File: src/rtl/fact_ctrl.sv
// fact_ctrl: iterative factorial engine sequenced by an external magnitude comparator
//
// Ports:
//   clk     - rising-edge clock
//   rst     - asynchronous active-high reset; returns to IDLE and clears cnt/product
//   go      - start request, honoured only in IDLE, DONE or ERR
//   n       - operand, sampled only on the edge that accepts go
//   gt      - comparator result for cmp_a > cmp_b, combinational in the same cycle
//   cmp_a   - down-counter, zero-extended, to comparator input A
//   cmp_b   - constant 1, to comparator input B
//   busy    - high in CHECK and MULT
//   done    - high in DONE; product valid
//   err     - high in ERR (n exceeded MAX_N)
//   product - product register; shows partial results while busy
module fact_ctrl #(
    parameter int WIDTH = 32,
    parameter int NW    = 4,
    parameter int MAX_N = 12
) (
    input  logic             clk,
    input  logic             rst,
    input  logic             go,
    input  logic [NW-1:0]    n,
    input  logic             gt,
    output logic [WIDTH-1:0] cmp_a,
    output logic [WIDTH-1:0] cmp_b,
    output logic             busy,
    output logic             done,
    output logic             err,
    output logic [WIDTH-1:0] product
);
    typedef enum logic [2:0] {IDLE, CHECK, MULT, DONE, ERR} state_t;

    state_t            state_q, state_d;
    logic [NW-1:0]     cnt_q, cnt_d;
    logic [WIDTH-1:0]  product_q, product_d;
    logic              too_big;

    assign too_big = int'(n) > MAX_N;
    // The loop test cnt > 1 is delegated to the external comparator via cmp_a/cmp_b/gt.
    assign cmp_a   = WIDTH'(cnt_q);
    assign cmp_b   = WIDTH'(1);
    assign product = product_q;

    always_ff @(posedge clk or posedge rst) begin
        if (rst) begin
            state_q   <= IDLE;
            cnt_q     <= '0;
            product_q <= '0;
        end else begin
            state_q   <= state_d;
            cnt_q     <= cnt_d;
            product_q <= product_d;
        end
    end

    always_comb begin
        state_d   = state_q;
        cnt_d     = cnt_q;
        product_d = product_q;
        case (state_q)
            IDLE, DONE, ERR: begin
                if (go) begin
                    if (too_big) begin
                        state_d = ERR;
                    end else begin
                        state_d   = CHECK;
                        cnt_d     = n;
                        product_d = WIDTH'(1);
                    end
                end
            end
            CHECK: state_d = gt ? MULT : DONE;
            MULT: begin
                product_d = product_q * cmp_a;
                cnt_d     = cnt_q - NW'(1);
                state_d   = CHECK;
            end
            default: state_d = IDLE;
        endcase
    end

    always_comb begin
        busy = (state_q == CHECK) || (state_q == MULT);
        done = state_q == DONE;
        err  = state_q == ERR;
    end
endmodule

File: config.mk
export PLATFORM = sky130hd
export DESIGN_NAME = fact_ctrl
export DESIGN_NICKNAME = d
export VERILOG_FILES = /design/src/rtl/fact_ctrl.sv
export SDC_FILE = /design/constraint.sdc
export NUM_CORES = 1
export LEC_CHECK = 0
export ABC_CLOCK_PERIOD_IN_PS = 4500
export CAP_MARGIN = 20
export CORE_ASPECT_RATIO = 0.9
export CORE_MARGIN = 5
export CORE_UTILIZATION = 50
export CTS_CLUSTER_DIAMETER = 30
export DETAILED_ROUTE_END_ITERATION = 8
export PLACE_DENSITY_LB_ADDON = 0.3
export SLEW_MARGIN = 20
export SYNTH_ARGS = -nofsm -noshare
export SYNTH_HDL_FRONTEND = slang
export SYNTH_SLANG_ARGS = --single-unit
File: constraint.sdc
create_clock -name clk -period 4.5 [get_ports clk]
set_input_delay 0.675 -clock clk [delete_from_list [all_inputs] [get_ports clk]]
set_output_delay 0.675 -clock clk [all_outputs]
set_load 0.1 [all_outputs]
=== Word-level counts from Yosys, hierarchy flattened ===
Cells that the tools add are included.

* Register bits after elaboration: 39
* Bits of input ports: 8
* Output and inout port bits: 99
* Word-level logic and storage cells: 27

* Add/subtract/negate cells: 1
* $mul: 1
* Order comparisons: 1
* Equal/unequal tests: 6
* Muxes and demuxes: 10
* Reductions and logical operators: 5

{| class="wikitable"
|+ Operators with widths
! kind !! count
|-
| 32-bit 2-to-1 mux || 2
|-
| 32-bit one-hot mux with 2 select lines || 1
|-
| 32-bit by 4-bit multiplier with 32-bit output || 1
|-
| 3-bit one-hot mux with 3 select lines || 1
|-
| 4-bit 2-to-1 mux || 2
|-
| 4-bit one-hot mux with 2 select lines || 1
|-
| 3-bit by 2-bit == test with 1-bit output, second input constant || 2
|-
| 3-bit 2-to-1 mux || 2
|-
| 4-bit greater-than comparator, second input constant || 1
|-
| 2-bit inequality test, second input constant || 2
|-
| 4-bit by 1-bit subtractor with 4-bit output, second input constant || 1
|-
| 3-bit by 1-bit == test with 1-bit output, second input constant || 1
|-
| 3-bit == test, second input constant || 1
|-
| 3-bit logical NOT || 1
|-
| 3-bit AND reduction || 1
|-
| 3-bit OR reduction || 1
|-
| 2-bit nonzero test || 1
|-
| 1-bit logical OR || 1
|-
| 1-bit 2-to-1 mux || 1
|}

=== Depth between registers and ports, before layout ===
Gate-level depths: netlist (run 1).

* Depth in word-level cells: 4
* Gate-level depth with buffers: 16

=== Worst setup path after synthesis (run 1) ===
No wires, ideal clock.

* Kind: reg2reg
* From: register cnt_q[3]
* To: register product_q[20] (netlist: product[20])
* Arrival time: 4.268 ns
* Required time: 4.371 ns
* Setup slack: 0.103 ns
* Stages on the path, launching flop included: 15
* Clock period less this slack: 4.397 ns
* Cells stage by stage: dfrtp_1 > clkbuf_1 > nand2_1 > fa_1 > fa_1 > inv_1 > fa_1 > a21o_1 > a22o_1 > o31ai_4 > o21ai_2 > a21o_2 > a21oi_1 > xor2_1 > o21ai_1

* Longest elaborated chain between the ends: 2

{| class="wikitable"
|+ RTL lines
! item !! line !! source
|-
| start: declaration || 35 || <nowiki>logic [NW-1:0] cnt_q, cnt_d;</nowiki>
|-
| start signal: assignment || 52 || <nowiki>cnt_q <= cnt_d;</nowiki>
|-
| 32-bit by 4-bit multiplier with 32-bit output || 75 || <nowiki>product_d = product_q * cmp_a;</nowiki>
|-
| 32-bit one-hot mux with 2 select lines || 61 || <nowiki>case (state_q)</nowiki>
|-
| end signal: assignment || 53 || <nowiki>product_q <= product_d;</nowiki>
|-
| end: declaration || 36 || <nowiki>logic [WIDTH-1:0] product_q, product_d;</nowiki>
|}

No other way between the ends.
A chain may end at the register's enable or synchronous reset.

=== Worst setup path in the final report (run 1) ===
* From: register cnt_q[3]
* To: register product_q[30] (netlist: product[30])

The elaborated chain is that of the path after synthesis.

==> metrics.md, run 1 <==
| Metric | Value |
|---|---|
| Core region area | `between 0.01 and 0.015 sq mm` |
| Synth warn | `0` |
| Status | `finished, final reports clean` |
| GR Overflow Total | `0` |
| Cell Count, Final, Fillers Out | `between 900 and 1000` |
| Flip-flop and latch count after synthesis | `39` |
| Placed Instances | `917` |
| Largest vdd supply drop | `~0.00068 V` |
| Post-route clock period utilization | `0.941` |
| Maximum number of pins on one net before global-route repair | `41` |
| Number of placement rows | `37` |
| Width of the die | `125 um` |
| Worst setup EP type | `register` |
| Skew final | `approximately 0.0027 ns` |
| Number of buffers and inverters on the critical path | `3` |
| Post-route standard cell area excluding fillers | `0.00647 sq mm` |
| Combinational fraction of design power | `0.753` |
| Final nets | `~870` |
| Residual DRC count | `0` |
| Most common cell after layout, fill and taps aside | `sky130_fd_sc_hd__inv_1` |
| Register-to-register setup slack | `approximately 0.27 ns` |
| Antenna violations before repair | `0` |
| Share of total power consumed by net switching | `0.610` |
| Detailed-routing iteration count for the pre-antenna-repair pass | `5` |
| Required @ worst endpoint | `about 4.7 ns` |
| CP Class | `reg -> reg` |
| Tightest Hold Check Type | `reg -> reg` |
| Unique cell type count in the Yosys netlist | `56` |
| Final number of hold-violating endpoints | `0` |
| Hold Path End | `state_q[1]$_DFFE_PP0P_` |
| Power density normalized to cell area | `743 mW/mm^2` |
| Number of vias after detailed routing | `4842` |
| Cell chosen for the clock root | `sky130_fd_sc_hd__clkbuf_16` |
| Most common flop cell mapped by yosys | `sky130_fd_sc_hd__dfrtp_1` |
| Sort of element at the start of the critical path | `register` |
| Combined area of all synthesized cells | `between 0.005 and 0.006 sq mm` |
| Area of placed instances | `roughly 0.0063 sq mm` |
| Global-route layer with the greatest usage | `met2` |
| Die Height | `approximately 110 um` |
| Initial Utilization | `0.514` |
| Fmax | `approximately 240 MHz` |
| Relative area change from synthesis to final layout | `9.60%` |
| Final routed wire length divided by cell count | `around 15 um` |
| Crit path time final | `roughly 4.2 ns` |
| HPWL reported at the end of detailed placement | `approximately 11000 um` |
| Util after Layout | `0.564` |
| Total Negative Setup Slacks | `0 ns` |
| Most frequent cells in the layout | `117 x sky130_fd_sc_hd__inv_1, 87 x sky130_fd_sc_hd__and2_1, 81 x sky130_fd_sc_hd__nand2_1` |
| Post-placement setup slack | `between 0.2 and 0.3 ns` |
| Data arrival time of the critical path | `4.41 ns` |
| GRT met1 Usage | `0.276` |
| Number of clock buffers inserted by TritonCTS | `5` |
| Post-detailed-route count of antenna-violating nets | `0` |
| Static Leakage | `between 3 and 4 nW` |
| Largest fanout on the critical path | `14` |
| Global-route wire length before repair | `roughly 24000 um` |
| Setup slack after layout | `between 0.2 and 0.3 ns` |
| Final Slew Violations | `0` |
| Proportion of layout cells with a drive suffix above 1 | `0.0390` |
| Register area share after synthesis | `0.165` |
| Reg2Reg Launch Point | `cnt_q[3]$_DFFE_PP0P_` |
| Design Power | `just under 5 mW` |
| Routing usage on met3 | `0.0255` |
| M2 GR Usage | `0.340` |
| I/O pins | `roughly 110` |
| Area enclosed by the die boundary | `roughly 0.014 sq mm` |
| Fraction of registers with async set or reset after synthesis | `1.00` |
| Cell depth of the worst flop-to-flop path | `15` |
| Max-slew headroom | `0.320` |
| Worst-path clk slew | `~0.060 ns` |
| Delay-heaviest family, CP | `adder cells` |
| Clock Sinks | `39` |
| Switching power of the nets | `2.94 mW` |
| Internal power summed over all cells | `between 1.5 and 2 mW` |
| Number of hold-repair buffers added at the cts stage | `0` |
| Cells after synthesis | `approximately 740` |
| Crit. path cell count | `15` |
| Tightest Pin Transition | `approximately 1 ns` |
| CTS H-Tree Depth | `2` |
| Avg Synthesized Cell Area | `~8 sq um` |
| Worst hold path cell count | `1` |
| Worst slack on hold paths | `0.575 ns` |
| Global-route usage over all layers | `0.201` |
| Critical register-to-register path endpoint | `product[30]$_DFFE_PP0P_` |
| CTS tree | `built` |
| Clock Path Buffers | `2` |
| Vias in the first global route | `approximately 5000` |
| Slowest cell on the critical path | `sky130_fd_sc_hd__dfrtp_1` |
| Max-capacitance violation count | `0` |
| Critical Path, Cell by Cell | `buf_4, and2_1, fa_1, inv_1, fa_1, inv_1, ha_1, a21oi_1, a32oi_2, o31ai_4, o21ai_2, a21oi_2, o31ai_2, mux2i_1, nand3_1` |
| CP peak stage delay | `roughly 0.54 ns` |
| Count of antenna diodes in the layout | `0` |
| Number of enable flip-flop cells after synthesis | `0` |
| Clock latency reported for the late side of the worst-skew pair | `approximately 0.29 ns` |
| Count of input and output buffers | `46` |
| Sequential power share | `0.147` |
| Final WL | `13900 um` |
| Routability congestion estimate | `0.915` |
| Clock power share | `0.100` |
| Detailed Route Iter0 Violations | `between 300 and 400` |
| Via density per instance | `around 5.2` |
| Unrepaired setup endpoints after global routing | `no` |
| Count of final setup violators | `0` |
| Startpoint of the lowest-slack hold path | `state_q[1]$_DFFE_PP0P_` |
cell type report:
type | count | area (sq um)
clock buffer | 6 | 129
timing repair buffer | 56 | 536
clock inverter | 2 | 60.1
tap | 156 | 195
sequential | 39 | 976
fill | 1132 | 5010
inverter | 117 | 439
multi-input combinational | 549 | 4140
synth_stat cells, drive strengths merged, types with 3 or more instances:
cell / count / area (sq um)
a21o: 11 / 83.8
fa: 57 / 1140
dfrtp: 39 / 976
a21oi: 34 / 178
a31oi: 5 / 31.3
a22o: 7 / 61.3
a211oi: 3 / 22.5
and2: 87 / 544
nand2b: 4 / 25.0
o21ai: 44 / 224
nand3: 6 / 30.0
o31ai: 6 / 63.8
nand2: 81 / 304
buf: 66 / 487
xnor2: 17 / 149
ha: 33 / 413
nor3b: 4 / 30.0
nand4: 10 / 62.6
o21bai: 7 / 52.6
nor3: 5 / 25.0
clkbuf: 24 / 90.1
inv: 117 / 439
xor2: 12 / 105
nor2: 28 / 105
state kept, by name, summed over array words and instances (netlist names):
register  cells
product      32
cnt_q         4
state_q       3
power groups by stage:
stage / logic, mW / registers, mW / clock network [mW]
2_1_floorplan: 2.28 / 1.30 / 0
3_3_place_gp: 3.51 / 0.705 / 0
3_5_place_dp: 3.62 / 0.710 / 0
4_1_cts: 3.64 / 0.706 / 0.485
5_1_grt: 3.99 / 0.740 / 0.502
6_report: 3.62 / 0.709 / 0.479
how the worst max path moves through the flow:
stage                                     from                      end  slack [ns]
after floorplan           cnt_q[3]$_DFFE_PP0P_  product[20]$_DFFE_PP0P_        0.10
after global placement    cnt_q[3]$_DFFE_PP0P_  product[29]$_DFFE_PP0P_        0.40
after detailed placement  cnt_q[3]$_DFFE_PP0P_  product[30]$_DFFE_PP0P_        0.29
after CTS                 cnt_q[3]$_DFFE_PP0P_  product[30]$_DFFE_PP0P_        0.27
after global routing      cnt_q[1]$_DFFE_PP0P_  product[31]$_DFFE_PP0P_        0.01
final                     cnt_q[3]$_DFFE_PP0P_  product[30]$_DFFE_PP0P_        0.27
worst register-to-register path, stage by stage (launching register included):
cell                      delay (ns)
sky130_fd_sc_hd__dfrtp_1        0.54
sky130_fd_sc_hd__buf_4          0.26
sky130_fd_sc_hd__and2_1         0.18
sky130_fd_sc_hd__fa_1           0.54
sky130_fd_sc_hd__inv_1          0.05
sky130_fd_sc_hd__fa_1           0.54
sky130_fd_sc_hd__inv_1          0.05
sky130_fd_sc_hd__ha_1           0.38
sky130_fd_sc_hd__a21oi_1        0.16
sky130_fd_sc_hd__a32oi_2        0.29
sky130_fd_sc_hd__o31ai_4        0.13
sky130_fd_sc_hd__o21ai_2        0.28
sky130_fd_sc_hd__a21oi_2        0.15
sky130_fd_sc_hd__o31ai_2        0.29
sky130_fd_sc_hd__mux2i_1        0.21
sky130_fd_sc_hd__nand3_1        0.08
kinds of logic after synthesis:
kind of cell	share of synthesized area
adders and majority gates	0.263
AOI/OAI and AO/OA	0.153
other	0.00127
muxes	0.00169
xor gates and xnor gates	0.0430
DFF	0.165
and+or+nand+nor	0.201
buffers and inverters	0.172
metal layers:
layer | share of wire | vias up
li1 | - | 2283
met1 | 0.45 | 2389
met5 | 0 | -
met2 | 0.48 | 152
met4 | 0.017 | 0
met3 | 0.057 | 18
timing repair:
action | 4_1_cts | 5_1_grt
gates resized for setup | 0 | 1
setup buffers | 0 | 0
setup endpoints to repair | 0 | 1
Power figures use the tool's default switching activity.
==> run 2, diff against run 1 <==
- ABC_CLOCK_PERIOD_IN_PS: 4500 -> 4400
- HOLD_SLACK_MARGIN: unset -> 0.12
- MAX_ROUTING_LAYER: unset -> met4
- clock period: 4.5 -> 4.4 ns (I/O delays scaled with it)
==> metrics.md, run 2 (synthesized netlist as in run 1, its figures left out) <==
| Metric | Value |
|---|---|
| Post-route clock period utilization | `0.935 (was 0.941)` |
| Number of vias after detailed routing | `4819 (was 4842)` |
| Total of fill cells in the finished design | `1089 (was 1132)` |
| Clock latency reported for the late side of the worst-skew pair | `0.29 ns (about the same)` |
| Count of input and output buffers | `46 (unchanged)` |
| Worst setup EP type | `register (unchanged)` |
| Worst-path clk slew | `0.06 ns (about the same)` |
| Most common cell after layout, fill and taps aside | `sky130_fd_sc_hd__inv_1 (unchanged)` |
| Placed Instances | `918 (was 917)` |
| Cell chosen for the clock root | `sky130_fd_sc_hd__clkbuf_16 (unchanged)` |
| Relative area change from synthesis to final layout | `9.45% (was 9.60%)` |
| Final number of hold-violating endpoints | `0 (unchanged)` |
| Global-route layer with the greatest usage | `met2 (unchanged)` |
| I/O pins | `107 (unchanged)` |
| Data arrival time of the critical path | `4.27 ns (was 4.41 ns)` |
| Max-capacitance violation count | `0 (unchanged)` |
| Post-placement setup slack | `0.231 ns (was 0.285 ns)` |
| Cell Count, Final, Fillers Out | `928 (was 925)` |
| Die Height | `113 um (unchanged)` |
| Fmax | `243 MHz (was 236 MHz)` |
| Count of antenna diodes in the layout | `0 (unchanged)` |
| Final Slew Violations | `0 (unchanged)` |
| Unrepaired setup endpoints after global routing | `no (unchanged)` |
| Clock power share | `0.082 (was 0.100)` |
| GRT met1 Usage | `0.281 (was 0.276)` |
| Cell depth of the worst flop-to-flop path | `15 (unchanged)` |
| Required @ worst endpoint | `4.56 ns (was 4.68 ns)` |
| Power density normalized to cell area | `756 mW/mm^2 (was 743 mW/mm^2)` |
| Initial Utilization | `0.514 (unchanged)` |
| Global-route wire length before repair | `23800 um (about the same)` |
| Switching power of the nets | `3.03 mW (was 2.94 mW)` |
| CTS tree | `built (unchanged)` |
| Crit path time final | `4.11 ns (was 4.23 ns)` |
| Number of clock buffers inserted by TritonCTS | `5 (unchanged)` |
| Detailed Route Iter0 Violations | `301 (was 303)` |
| Maximum number of pins on one net before global-route repair | `38 (was 41)` |
| Detailed-routing iteration count for the pre-antenna-repair pass | `5 (unchanged)` |
| Global-route usage over all layers | `0.208 (was 0.201)` |
| Post-detailed-route count of antenna-violating nets | `0 (unchanged)` |
| Status | `finished, final reports clean (unchanged)` |
| GR Overflow Total | `0 (unchanged)` |
| Count of final setup violators | `0 (unchanged)` |
| Core region area | `0.0115 sq mm (unchanged)` |
| Tightest Hold Check Type | `reg -> reg (unchanged)` |
| Static Leakage | `3.16 nW (about the same)` |
| Register-to-register setup slack | `0.29 ns (was 0.27 ns)` |
| Total Negative Setup Slacks | `0 ns (unchanged)` |
| Tightest Pin Transition | `1.01 ns (was 1.02 ns)` |
| Reg2Reg Launch Point | `cnt_q[2]$_DFFE_PP0P_ (was cnt_q[3]$_DFFE_PP0P_)` |
| Share of total power consumed by net switching | `0.620 (was 0.610)` |
| Area enclosed by the die boundary | `0.0141 sq mm (unchanged)` |
| Combinational fraction of design power | `0.776 (was 0.753)` |
| HPWL reported at the end of detailed placement | `10900 um (was 10700 um)` |
| Startpoint of the most critical setup path | `cnt_q[2]$_DFFE_PP0P_ (was cnt_q[3]$_DFFE_PP0P_)` |
| Routing usage on met3 | `0.0165 (was 0.0255)` |
| Sequential power share | `0.142 (was 0.147)` |
| Largest vdd supply drop | `0.000621 V (was 0.000678 V)` |
| Final nets | `869 (was 866)` |
| Via density per instance | `5.19 (was 5.23)` |
| Number of hold-repair buffers added at the cts stage | `0 (unchanged)` |
| Internal power summed over all cells | `1.86 mW (was 1.88 mW)` |
| Largest fanout on the critical path | `19 (was 14)` |
| Setup slack after layout | `0.287 ns (was 0.266 ns)` |
| Routability congestion estimate | `0.895 (was 0.915)` |
| Antenna violations before repair | `0 (unchanged)` |
| Residual DRC count | `0 (unchanged)` |
| Clock Sinks | `39 (unchanged)` |
| Max-slew headroom | `0.326 (was 0.320)` |
| Proportion of layout cells with a drive suffix above 1 | `0.0453 (was 0.0390)` |
| M2 GR Usage | `0.344 (was 0.340)` |
| Skew final | `0.00629 ns (was 0.00271 ns)` |
| Number of placement rows | `37 (unchanged)` |
| Final routed wire length divided by cell count | `15.4 um (was 15.0 um)` |
| Number of flip-flops in the largest register | `32 (unchanged)` |
| Critical register-to-register path endpoint | `product[29]$_DFFE_PP0P_ (was product[30]$_DFFE_PP0P_)` |
| Final WL | `14300 um (was 13900 um)` |
| Width of the die | `125 um (unchanged)` |
| CP endpoint | `product[29]$_DFFE_PP0P_ (was product[30]$_DFFE_PP0P_)` |
| Clock Path Buffers | `2 (unchanged)` |
| Design Power | `4.89 mW (was 4.81 mW)` |
| Vias in the first global route | `4935 (was 4878)` |
| CP Class | `reg -> reg (unchanged)` |
| Most frequent cells in the layout | `116 x sky130_fd_sc_hd__inv_1, 87 x sky130_fd_sc_hd__and2_1, 81 x sky130_fd_sc_hd__nand2_1 (was 117 x sky130_fd_sc_hd__inv_1, 87 x sky130_fd_sc_hd__and2_1, 81 x sky130_fd_sc_hd__nand2_1)` |
| Sort of element at the start of the critical path | `register (unchanged)` |
| CTS H-Tree Depth | `2 (unchanged)` |
run 2: changes by cell type in the layout (fill, tap and decap cells not counted):
cell and delta:
sky130_fd_sc_hd__buf_4 +3, sky130_fd_sc_hd__bufinv_16 -2, sky130_fd_sc_hd__clkbuf_8 +2, sky130_fd_sc_hd__dfrtp_1 -1
sky130_fd_sc_hd__dfrtp_2 +1, sky130_fd_sc_hd__inv_1 -1, sky130_fd_sc_hd__inv_2 +1
run 2: worst min-delay path by stage:
| stage | start | to | slack [ns] | cells past startpoint |
|---|---|---|---|---|
| floorplan | state_q[1]$_DFFE_PP0P_ | state_q[1]$_DFFE_PP0P_ | 0.51 | 1 |
| global placement | state_q[1]$_DFFE_PP0P_ | state_q[1]$_DFFE_PP0P_ | 0.55 | 1 |
| detailed placement | product[16]$_DFFE_PP0P_ | product[16]$_DFFE_PP0P_ | 0.56 | 2 |
| CTS | product[16]$_DFFE_PP0P_ | product[16]$_DFFE_PP0P_ | 0.58 | 2 |
| global route | product[16]$_DFFE_PP0P_ | product[16]$_DFFE_PP0P_ | 0.58 | 2 |
| finish | state_q[1]$_DFFE_PP0P_ | state_q[1]$_DFFE_PP0P_ | 0.57 | 1 |
run 2: critical path: stages, from the launching register on:
cell	delay [ns]
sky130_fd_sc_hd__dfrtp_1	0.38
sky130_fd_sc_hd__buf_4	0.20
sky130_fd_sc_hd__and2_1	0.19
sky130_fd_sc_hd__fa_1	0.50
sky130_fd_sc_hd__inv_1	0.06
sky130_fd_sc_hd__fa_1	0.53
sky130_fd_sc_hd__inv_1	0.04
sky130_fd_sc_hd__ha_1	0.34
sky130_fd_sc_hd__a211oi_1	0.27
sky130_fd_sc_hd__o21bai_1	0.12
sky130_fd_sc_hd__a21o_1	0.22
sky130_fd_sc_hd__a221oi_4	0.34
sky130_fd_sc_hd__o21ai_1	0.23
sky130_fd_sc_hd__a31oi_1	0.29
sky130_fd_sc_hd__xor2_1	0.18
sky130_fd_sc_hd__o21ai_1	0.08
run 2: metrics by stage:
step,hold slack [ns],utilization,area (sq um)
floorplan,0.510,-,6120
global placement,0.551,0.548,6290
detailed placement,0.561,0.548,6290
CTS,0.575,0.561,6440
global route,0.583,0.563,6460
finish,0.573,0.563,6460
run 2: timing repair:
item,4_1_cts,5_1_grt
gates resized for setup,0,2
setup buffers,0,2
endpoints found under the setup margin,0,2
run 2: layout make-up:
class                   instances  area (sq um)  share of cell area
multi-input cells             549          4140               0.640
flip-flops and latches         39           977               0.151
repair buffers                 59           558              0.0863
inverters                     117           439              0.0679
well taps                     156           195              0.0302
clock buffers                   8           156              0.0242
run 2: metal layers:
layer | wire length [um] | vias up
met2 | 6840 | 152
met5 | 0 | -
met1 | 6630 | 2366
met3 | 663 | 14
li1 | - | 2287
met4 | 154 | 0
run 2: power by group through the flow:
stage / combinational [mW] / sequential (mW) / clock [mW]
global route: 4.14 / 0.722 / 0.415
global placement: 3.67 / 0.692 / 0
detailed placement: 3.77 / 0.699 / 0
floorplan: 2.33 / 1.33 / 0
finish: 3.79 / 0.694 / 0.399
CTS: 3.79 / 0.693 / 0.406
